===== config.mk =====
export PLATFORM = sky130hd
export DESIGN_NAME = aibcr3_dcc_intp_ctrl_flat
export DESIGN_NICKNAME = d
export VERILOG_FILES = /design/src/rtl/aibcr3_dcc_intp_ctrl_if.sv /design/src/rtl/aibcr3_dcc_intp_ctrl.sv /design/src/flat_wrapper.sv
export SDC_FILE = /design/constraint.sdc
export NUM_CORES = 1
export LEC_CHECK = 0
export ABC_CLOCK_PERIOD_IN_PS = 5320
export CAP_MARGIN = 20
export CORE_MARGIN = 2
export CORE_UTILIZATION = 31
export CTS_CLUSTER_DIAMETER = 30
export CTS_CLUSTER_SIZE = 20
export DETAILED_ROUTE_END_ITERATION = 8
export GPL_TIMING_DRIVEN = 0
export SLEW_MARGIN = 20
export SYNTH_ARGS = -nofsm -noshare
export SYNTH_HDL_FRONTEND = slang
export SYNTH_SLANG_ARGS = --single-unit

===== constraint.sdc =====
create_clock -name CLKIN -period 5.32 [get_ports CLKIN]
set_clock_uncertainty 0.05 [all_clocks]
set_input_delay 1.064 -clock CLKIN [delete_from_list [all_inputs] [get_ports CLKIN]]
set_output_delay 1.064 -clock CLKIN [all_outputs]
set_load 0.05 [all_outputs]

===== src/rtl/aibcr3_dcc_intp_ctrl_if.sv =====
// Bus between the DCC interpolator controller, the phase detector,
// the manual-override source and the coarse delay stage.
interface aibcr3_dcc_intp_ctrl_if;
  logic       en;
  logic       up;
  logic       dn;
  logic       man_en;
  logic [2:0] man_code;
  logic       cry_ack;
  logic [2:0] gray;
  logic [2:0] code;
  logic       cry_req;
  logic       brw_req;
  logic       busy;
  logic       lock;

  // Controller side
  modport slave (
    input  en, up, dn, man_en, man_code, cry_ack,
    output gray, code, cry_req, brw_req, busy, lock
  );

  // Detector / coarse stage / override side
  modport master (
    output en, up, dn, man_en, man_code, cry_ack,
    input  gray, code, cry_req, brw_req, busy, lock
  );
endinterface


===== src/rtl/aibcr3_dcc_intp_ctrl.sv =====
// Sequencing controller for the DCC 8-phase interpolator. Steps a 3-bit
// binary code (driven out as gray) one position per accepted detector
// decision, holds it for a settle time, hands carry/borrow to the coarse
// stage over req/ack at the range ends, and flags lock once the loop dithers.
module aibcr3_dcc_intp_ctrl #(
  parameter int         SETTLE_CYC = 8,
  parameter int         LOCK_REV   = 4,
  parameter logic [2:0] RST_CODE   = 3'd0
) (
  input logic                    CLKIN,
  input logic                    PDb,
  aibcr3_dcc_intp_ctrl_if.slave  bus
);

  typedef enum logic [1:0] {
    IDLE   = 2'd0,
    SETTLE = 2'd1,
    CARRY  = 2'd2
  } state_t;

  localparam logic [3:0] SETTLE_LD = 4'(SETTLE_CYC - 1);
  localparam logic [3:0] LOCK_TH   = 4'(LOCK_REV);

  // Binary to reflected gray conversion.
  function automatic logic [2:0] to_gray(input logic [2:0] b);
    return b ^ (b >> 1);
  endfunction

  state_t     state, nxt_state;
  logic [2:0] code, nxt_code;
  logic [3:0] cnt, nxt_cnt;
  logic [3:0] rev_cnt, nxt_rev;
  logic       dir_up, nxt_dir_up;
  logic       dir_vld, nxt_dir_vld;
  logic       cry_req, nxt_cry;
  logic       brw_req, nxt_brw;
  logic       step_en;
  logic       step_up;
  logic       gray_dummy_unused;

  assign gray_dummy_unused = 1'b0;

  // Next-state, next-code and lock-tracking logic.
  always_comb begin
    nxt_state   = state;
    nxt_code    = code;
    nxt_cnt     = cnt;
    nxt_rev     = rev_cnt;
    nxt_dir_up  = dir_up;
    nxt_dir_vld = dir_vld;
    nxt_cry     = cry_req;
    nxt_brw     = brw_req;
    step_en     = 1'b0;
    step_up     = 1'b0;

    if (bus.man_en) begin
      // Manual override wins over enable; abort everything and follow man_code.
      nxt_state   = IDLE;
      nxt_code    = bus.man_code;
      nxt_cry     = 1'b0;
      nxt_brw     = 1'b0;
      nxt_rev     = 4'd0;
      nxt_dir_vld = 1'b0;
    end else if (!bus.en) begin
      // Loop disabled: freeze code, drop any outstanding request.
      nxt_state   = IDLE;
      nxt_cry     = 1'b0;
      nxt_brw     = 1'b0;
      nxt_rev     = 4'd0;
      nxt_dir_vld = 1'b0;
    end else begin
      case (state)
        IDLE: begin
          if (bus.up ^ bus.dn) begin
            if (bus.up) begin
              if (code != 3'd7) begin
                nxt_code  = code + 3'd1;
                nxt_cnt   = SETTLE_LD;
                nxt_state = SETTLE;
                step_en   = 1'b1;
                step_up   = 1'b1;
              end else begin
                nxt_cry   = 1'b1;
                nxt_state = CARRY;
              end
            end else begin
              if (code != 3'd0) begin
                nxt_code  = code - 3'd1;
                nxt_cnt   = SETTLE_LD;
                nxt_state = SETTLE;
                step_en   = 1'b1;
                step_up   = 1'b0;
              end else begin
                nxt_brw   = 1'b1;
                nxt_state = CARRY;
              end
            end
          end else begin
            nxt_state = IDLE;
          end
        end
        SETTLE: begin
          if (cnt == 4'd0) begin
            nxt_state = IDLE;
          end else begin
            nxt_cnt = cnt - 4'd1;
          end
        end
        CARRY: begin
          if (bus.cry_ack) begin
            // Coarse stage took the step; wrap the fine code to the far end.
            nxt_code  = cry_req ? 3'd0 : 3'd7;
            step_en   = 1'b1;
            step_up   = cry_req;
            nxt_cry   = 1'b0;
            nxt_brw   = 1'b0;
            nxt_cnt   = SETTLE_LD;
            nxt_state = SETTLE;
          end else begin
            nxt_state = CARRY;
          end
        end
        default: begin
          nxt_state = IDLE;
          nxt_cry   = 1'b0;
          nxt_brw   = 1'b0;
        end
      endcase

      if (step_en) begin
        if (dir_vld && (dir_up != step_up)) begin
          nxt_rev = (rev_cnt == 4'd15) ? 4'd15 : rev_cnt + 4'd1;
        end else begin
          nxt_rev = 4'd0;
        end
        nxt_dir_up  = step_up;
        nxt_dir_vld = 1'b1;
      end else begin
        nxt_rev = rev_cnt;
      end
    end
  end

  // State and registered outputs; everything is derived from next-values.
  always_ff @(posedge CLKIN or negedge PDb) begin
    if (!PDb) begin
      state    <= IDLE;
      code     <= RST_CODE;
      cnt      <= 4'd0;
      rev_cnt  <= 4'd0;
      dir_up   <= 1'b0;
      dir_vld  <= 1'b0;
      cry_req  <= 1'b0;
      brw_req  <= 1'b0;
      bus.gray <= to_gray(RST_CODE);
      bus.busy <= 1'b0;
      bus.lock <= 1'b0;
    end else begin
      state    <= nxt_state;
      code     <= nxt_code;
      cnt      <= nxt_cnt;
      rev_cnt  <= nxt_rev;
      dir_up   <= nxt_dir_up;
      dir_vld  <= nxt_dir_vld;
      cry_req  <= nxt_cry;
      brw_req  <= nxt_brw;
      bus.gray <= to_gray(nxt_code);
      bus.busy <= (nxt_state != IDLE);
      bus.lock <= (nxt_rev >= LOCK_TH);
    end
  end

  assign bus.code    = code;
  assign bus.cry_req = cry_req;
  assign bus.brw_req = brw_req;

endmodule


===== src/flat_wrapper.sv =====
// flat-port wrapper written by rule: the top's interface ports become plain ports
module aibcr3_dcc_intp_ctrl_flat 
#(
  parameter int         SETTLE_CYC = 8,
  parameter int         LOCK_REV   = 4,
  parameter logic [2:0] RST_CODE   = 3'd0
)
  (CLKIN, PDb, bus_en, bus_up, bus_dn, bus_man_en, bus_man_code, bus_cry_ack, bus_gray, bus_code, bus_cry_req, bus_brw_req, bus_busy, bus_lock);
  aibcr3_dcc_intp_ctrl_if bus_i ();
  input logic CLKIN;
  input logic PDb;
  input wire logic [$bits(bus_i.en)-1:0] bus_en;
  input wire logic [$bits(bus_i.up)-1:0] bus_up;
  input wire logic [$bits(bus_i.dn)-1:0] bus_dn;
  input wire logic [$bits(bus_i.man_en)-1:0] bus_man_en;
  input wire logic [$bits(bus_i.man_code)-1:0] bus_man_code;
  input wire logic [$bits(bus_i.cry_ack)-1:0] bus_cry_ack;
  output wire logic [$bits(bus_i.gray)-1:0] bus_gray;
  output wire logic [$bits(bus_i.code)-1:0] bus_code;
  output wire logic [$bits(bus_i.cry_req)-1:0] bus_cry_req;
  output wire logic [$bits(bus_i.brw_req)-1:0] bus_brw_req;
  output wire logic [$bits(bus_i.busy)-1:0] bus_busy;
  output wire logic [$bits(bus_i.lock)-1:0] bus_lock;
  assign bus_i.en = bus_en;
  assign bus_i.up = bus_up;
  assign bus_i.dn = bus_dn;
  assign bus_i.man_en = bus_man_en;
  assign bus_i.man_code = bus_man_code;
  assign bus_i.cry_ack = bus_cry_ack;
  assign bus_gray = bus_i.gray;
  assign bus_code = bus_i.code;
  assign bus_cry_req = bus_i.cry_req;
  assign bus_brw_req = bus_i.brw_req;
  assign bus_busy = bus_i.busy;
  assign bus_lock = bus_i.lock;
  aibcr3_dcc_intp_ctrl #(.SETTLE_CYC(SETTLE_CYC), .LOCK_REV(LOCK_REV), .RST_CODE(RST_CODE)) u_core (.CLKIN(CLKIN), .PDb(PDb), .bus(bus_i));
endmodule

==> flow_summary.json, run 1 <==
{
  "insertedDiodeCount": 0,
  "register_area_um2": 526,
  "die_x_um": 71.8,
  "ys_seq_area_share_pct": 36.9,
  "synthesis.nets": 165,
  "synth_seq_cells": 21,
  "placed_cells": 220,
  "ant_nets": 0,
  "die_area_um2": 5160,
  "overflow": 0,
  "synth_top_cell_by_area": "dfrtp_1",
  "worstSetupStartpointType": "flip-flop",
  "crit_required_ns": 4.21,
  "core_um2": 4380,
  "design_area_um2": 1720,
  "port_buffers": 18,
  "crit_arrival_ns": 1.72,
  "post-dp-hpwl_um": 2570,
  "fin_total_pwr_uw": 468,
  "first_global_vias": 1259,
  "rows": 24,
  "synth-async-reset-ratio_pct": 100,
  "critical_path_class": "flip-flop to output port",
  "place_congestion": 0.869,
  "drive_above_1_share_pct": 12.2,
  "yosysTopAreaCellShare_pct": 36.9,
  "reg2reg_from": "u_core.bus.code[1]",
  "area_growth_pct": 20.6,
  "grt_max_degree": 22,
  "multi_input_area_um2": 822,
  "fin_cells": 224,
  "synth-edff-count": 0,
  "synth_commonest_cells": "21 x dfrtp_1, 12 x inv_1, 10 x nand2_1",
  "cp_slowest_cell": "clkdlybuf4s50_1",
  "grt_pass1_wl_um": 5560,
  "setup_slack_ns": 2.49,
  "irDropWorstVdd_v": 0.000105,
  "hold-worst-slack_ns": 0.476,
  "cp-end-kind": "output port",
  "hold_class": "flip-flop to flip-flop",
  "clockRootBuffer": "clkbuf_8",
  "clock-sinks": 21,
  "hold_viol": 0,
  "pre_cts_ws_ns": 2.35,
  "drv_slew": 0,
  "seqPwrFrac_pct": 40.8,
  "syn_area_um2": 1430,
  "yosysWarnings": 0,
  "p_leak_nw": 0.695,
  "hold_end": "u_core.rev_cnt[1]",
  "swShare_pct": 36.9,
  "reg2reg_slack_ns": 3.28,
  "power_switching_uw": 173,
  "crit_chain": "buf_4 > clkdlybuf4s50_1",
  "maxCapViolCount": 0,
  "synthFlopType": "dfrtp_1",
  "ys_types": 55,
  "yosysMostFrequentCell": "dfrtp_1",
  "cp_max_fo": 9,
  "final.setup.tns_ns": 0,
  "clk_pin_slew_ns": 0.08,
  "initial_core_util_pct": 32.5,
  "reg2reg_depth": 6,
  "cts-buffers-inserted": 3,
  "power.internal_uw": 295,
  "antenna_found_initial": 0,
  "fillCellCount": 449,
  "drc": 0,
  "clock_power_share_pct": 22.6,
  "via_per_inst": 5.57,
  "setup_viol": 0,
  "cts_setup_buffers": 0,
  "grt_usage_pct": 13.5,
  "cts-htree-levels": 1,
  "detail_route.wl_per_cell_um": 14.6,
  "fmax_mhz": 353,
  "hold_buffers": 0,
  "critical_path.max_stage_delay_ns": 0.78,
  "drt-total-wl_um": 3260,
  "placed_cell_area_um2": 1670,
  "ios": 20,
  "firstDrtPassIters": 4,
  "p_comb_share_pct": 36.6,
  "die_h_um": 71.8,
  "hold_start": "u_core.rev_cnt[1]",
  "status": "finished clean",
  "drtIter0Drc": 52,
  "r2r-end": "u_core.bus.lock",
  "worstSkewPairLatency_ns": 0.26,
  "num_vias": 1247,
  "power_density_nw_per_um2": 272,
  "fin_crit_sh_pct": 53.2,
  "slew_headroom_pct": 33.5,
  "layout.nets": 188,
  "cts-resized-gates": 0,
  "clk_path_buf_depth": 2,
  "rsz0062_at_grt": "no",
  "syn_inst": 150,
  "worst_pin_slew_ns": 0.994,
  "final_util_pct": 39.2,
  "hold_depth": 1,
  "cts_tree": "done",
  "fin_crit_ns": 2.83,
  "synthTopCellsByArea": "dfrtp_1 37%, ha_1 4.4%, a21oi_1 3.2%",
  "cp-startpoint": "u_core.bus.gray[2]",
  "syn_area_per_cell_um2": 9.50
}
[power by group through the flow]
stage	Sequential [mW]	Clock, mW	Combinational (mW)
2_1_floorplan	0.221	0	0.0924
3_3_place_gp	0.193	0	0.168
3_5_place_dp	0.194	0	0.172
4_1_cts	0.191	0.109	0.173
5_1_grt	0.194	0.116	0.185
6_report	0.191	0.106	0.171
[state kept, by name, indices dropped and copies added, names as in the netlist]
name                count
u_core.state            2
u_core.bus.code         2
u_core.bus.cry_req      1
u_core.cnt              4
u_core.dir_vld          1
u_core.bus.gray         3
u_core.rev_cnt          4
u_core.bus.brw_req      1
u_core.bus.lock         1
u_core.bus.busy         1
u_core.dir_up           1
[worst max-delay path: cells and delay by family, from the launching register on]
family	cells	cell delay, ns
buffers and inverters	2	0.94
flip-flops	1	0.51
[cell usage in the layout (no fill, tap or decap), drive strengths merged, types with 5 or more instances in the layout]
master / synthesis / routed
ha: 5 / 5
inv: 13 / 13
dfrtp: 21 / 21
clkdlybuf4s50: 0 / 18
a21oi: 11 / 11
nand2: 10 / 10
nor2: 9 / 9
o21ai: 8 / 8
nor2b: 5 / 5
[per-layer routing]
metal	track usage (%)	vias to the layer above	wire length (µm)
met5	0	-	0
met2	24.4	24	1600
li1	-	606	-
met3	3.66	8	154
met4	4.61	0	70
met1	15.4	609	1440
[logic make-up (layout without fill, tap and decap cells)]
group                      Yosys count  count (layout)  synth area share [%]
DFF                                 21              21                  36.9
and+or+nand+nor                     46              46                  17.6
adders and majority gates            5               5                  4.39
xor gates and xnor gates             3               3                  1.84
buffers and inverters               18              40                  5.44
AOI/OAI and AO/OA                   53              53                  31.0
muxes                                4               4                  2.90
[cell type report]
cell class / count / share of cell area [%]
multi-input cells: 111 / 47.8
flip-flops and latches: 21 / 30.6
repair buffers: 18 / 10.5
well taps: 52 / 3.78
inverters: 13 / 2.84
clock buffers: 3 / 2.40
plain buffers: 5 / 1.67
clock inverters: 1 / 0.437
[worst max-delay path by stage]
stage / endpoint / slack (ns) / cells past startpoint
after global placement: u_core.bus.busy / 2.39 / 7
after global routing: bus_gray[2] / 2.41 / 2
after CTS: bus_gray[2] / 2.47 / 2
final: bus_gray[2] / 2.49 / 2
after floorplan: u_core.bus.gray[1] / 3.02 / 6
after detailed placement: u_core.bus.busy / 2.35 / 7
(Power assumes the default switching activity.)
==> run 2: changes to the inputs <==
--- a/config.mk
+++ b/config.mk
@@ -5,7 +5,7 @@
 export SDC_FILE = /design/constraint.sdc
 export NUM_CORES = 1
 export LEC_CHECK = 0
-export ABC_CLOCK_PERIOD_IN_PS = 5320
+export ABC_CLOCK_PERIOD_IN_PS = 2700
 export CAP_MARGIN = 20
 export CORE_MARGIN = 2
 export CORE_UTILIZATION = 31
==> constraint.sdc (replaced) <==
create_clock -name CLKIN -period 2.7 [get_ports CLKIN]
set_clock_uncertainty 0.05 [all_clocks]
set_input_delay 0.54 -clock CLKIN [delete_from_list [all_inputs] [get_ports CLKIN]]
set_output_delay 0.54 -clock CLKIN [all_outputs]
set_load 0.05 [all_outputs]
==> results of run 2 <==
Same layout as run 1 (identical final DEF). Status: finished clean.
Among the figures that moved: setup slack after placement 2.35 ns -> 0.251 ns; setup slack after layout 2.49 ns -> 0.393 ns; register-to-register setup slack 3.28 ns -> 0.66 ns; total power 0.468 mW -> 0.922 mW; worst IR drop on VDD 0.000105 V -> 0.000206 V
==> run 3: changes to the inputs <==
--- a/config.mk
+++ b/config.mk
@@ -12,6 +12,7 @@
 export CTS_CLUSTER_DIAMETER = 30
 export CTS_CLUSTER_SIZE = 20
 export DETAILED_ROUTE_END_ITERATION = 8
+export GPL_ROUTABILITY_DRIVEN = 0
 export GPL_TIMING_DRIVEN = 0
 export SLEW_MARGIN = 20
 export SYNTH_ARGS = -nofsm -noshare
==> results of run 3 <==
Same layout as run 1 (identical final DEF). Status: finished clean.
Among the figures that moved: setup slack after placement 2.35 ns -> 0.251 ns; setup slack after layout 2.49 ns -> 0.393 ns; register-to-register setup slack 3.28 ns -> 0.66 ns; total power 0.468 mW -> 0.922 mW; worst IR drop on VDD 0.000105 V -> 0.000206 V
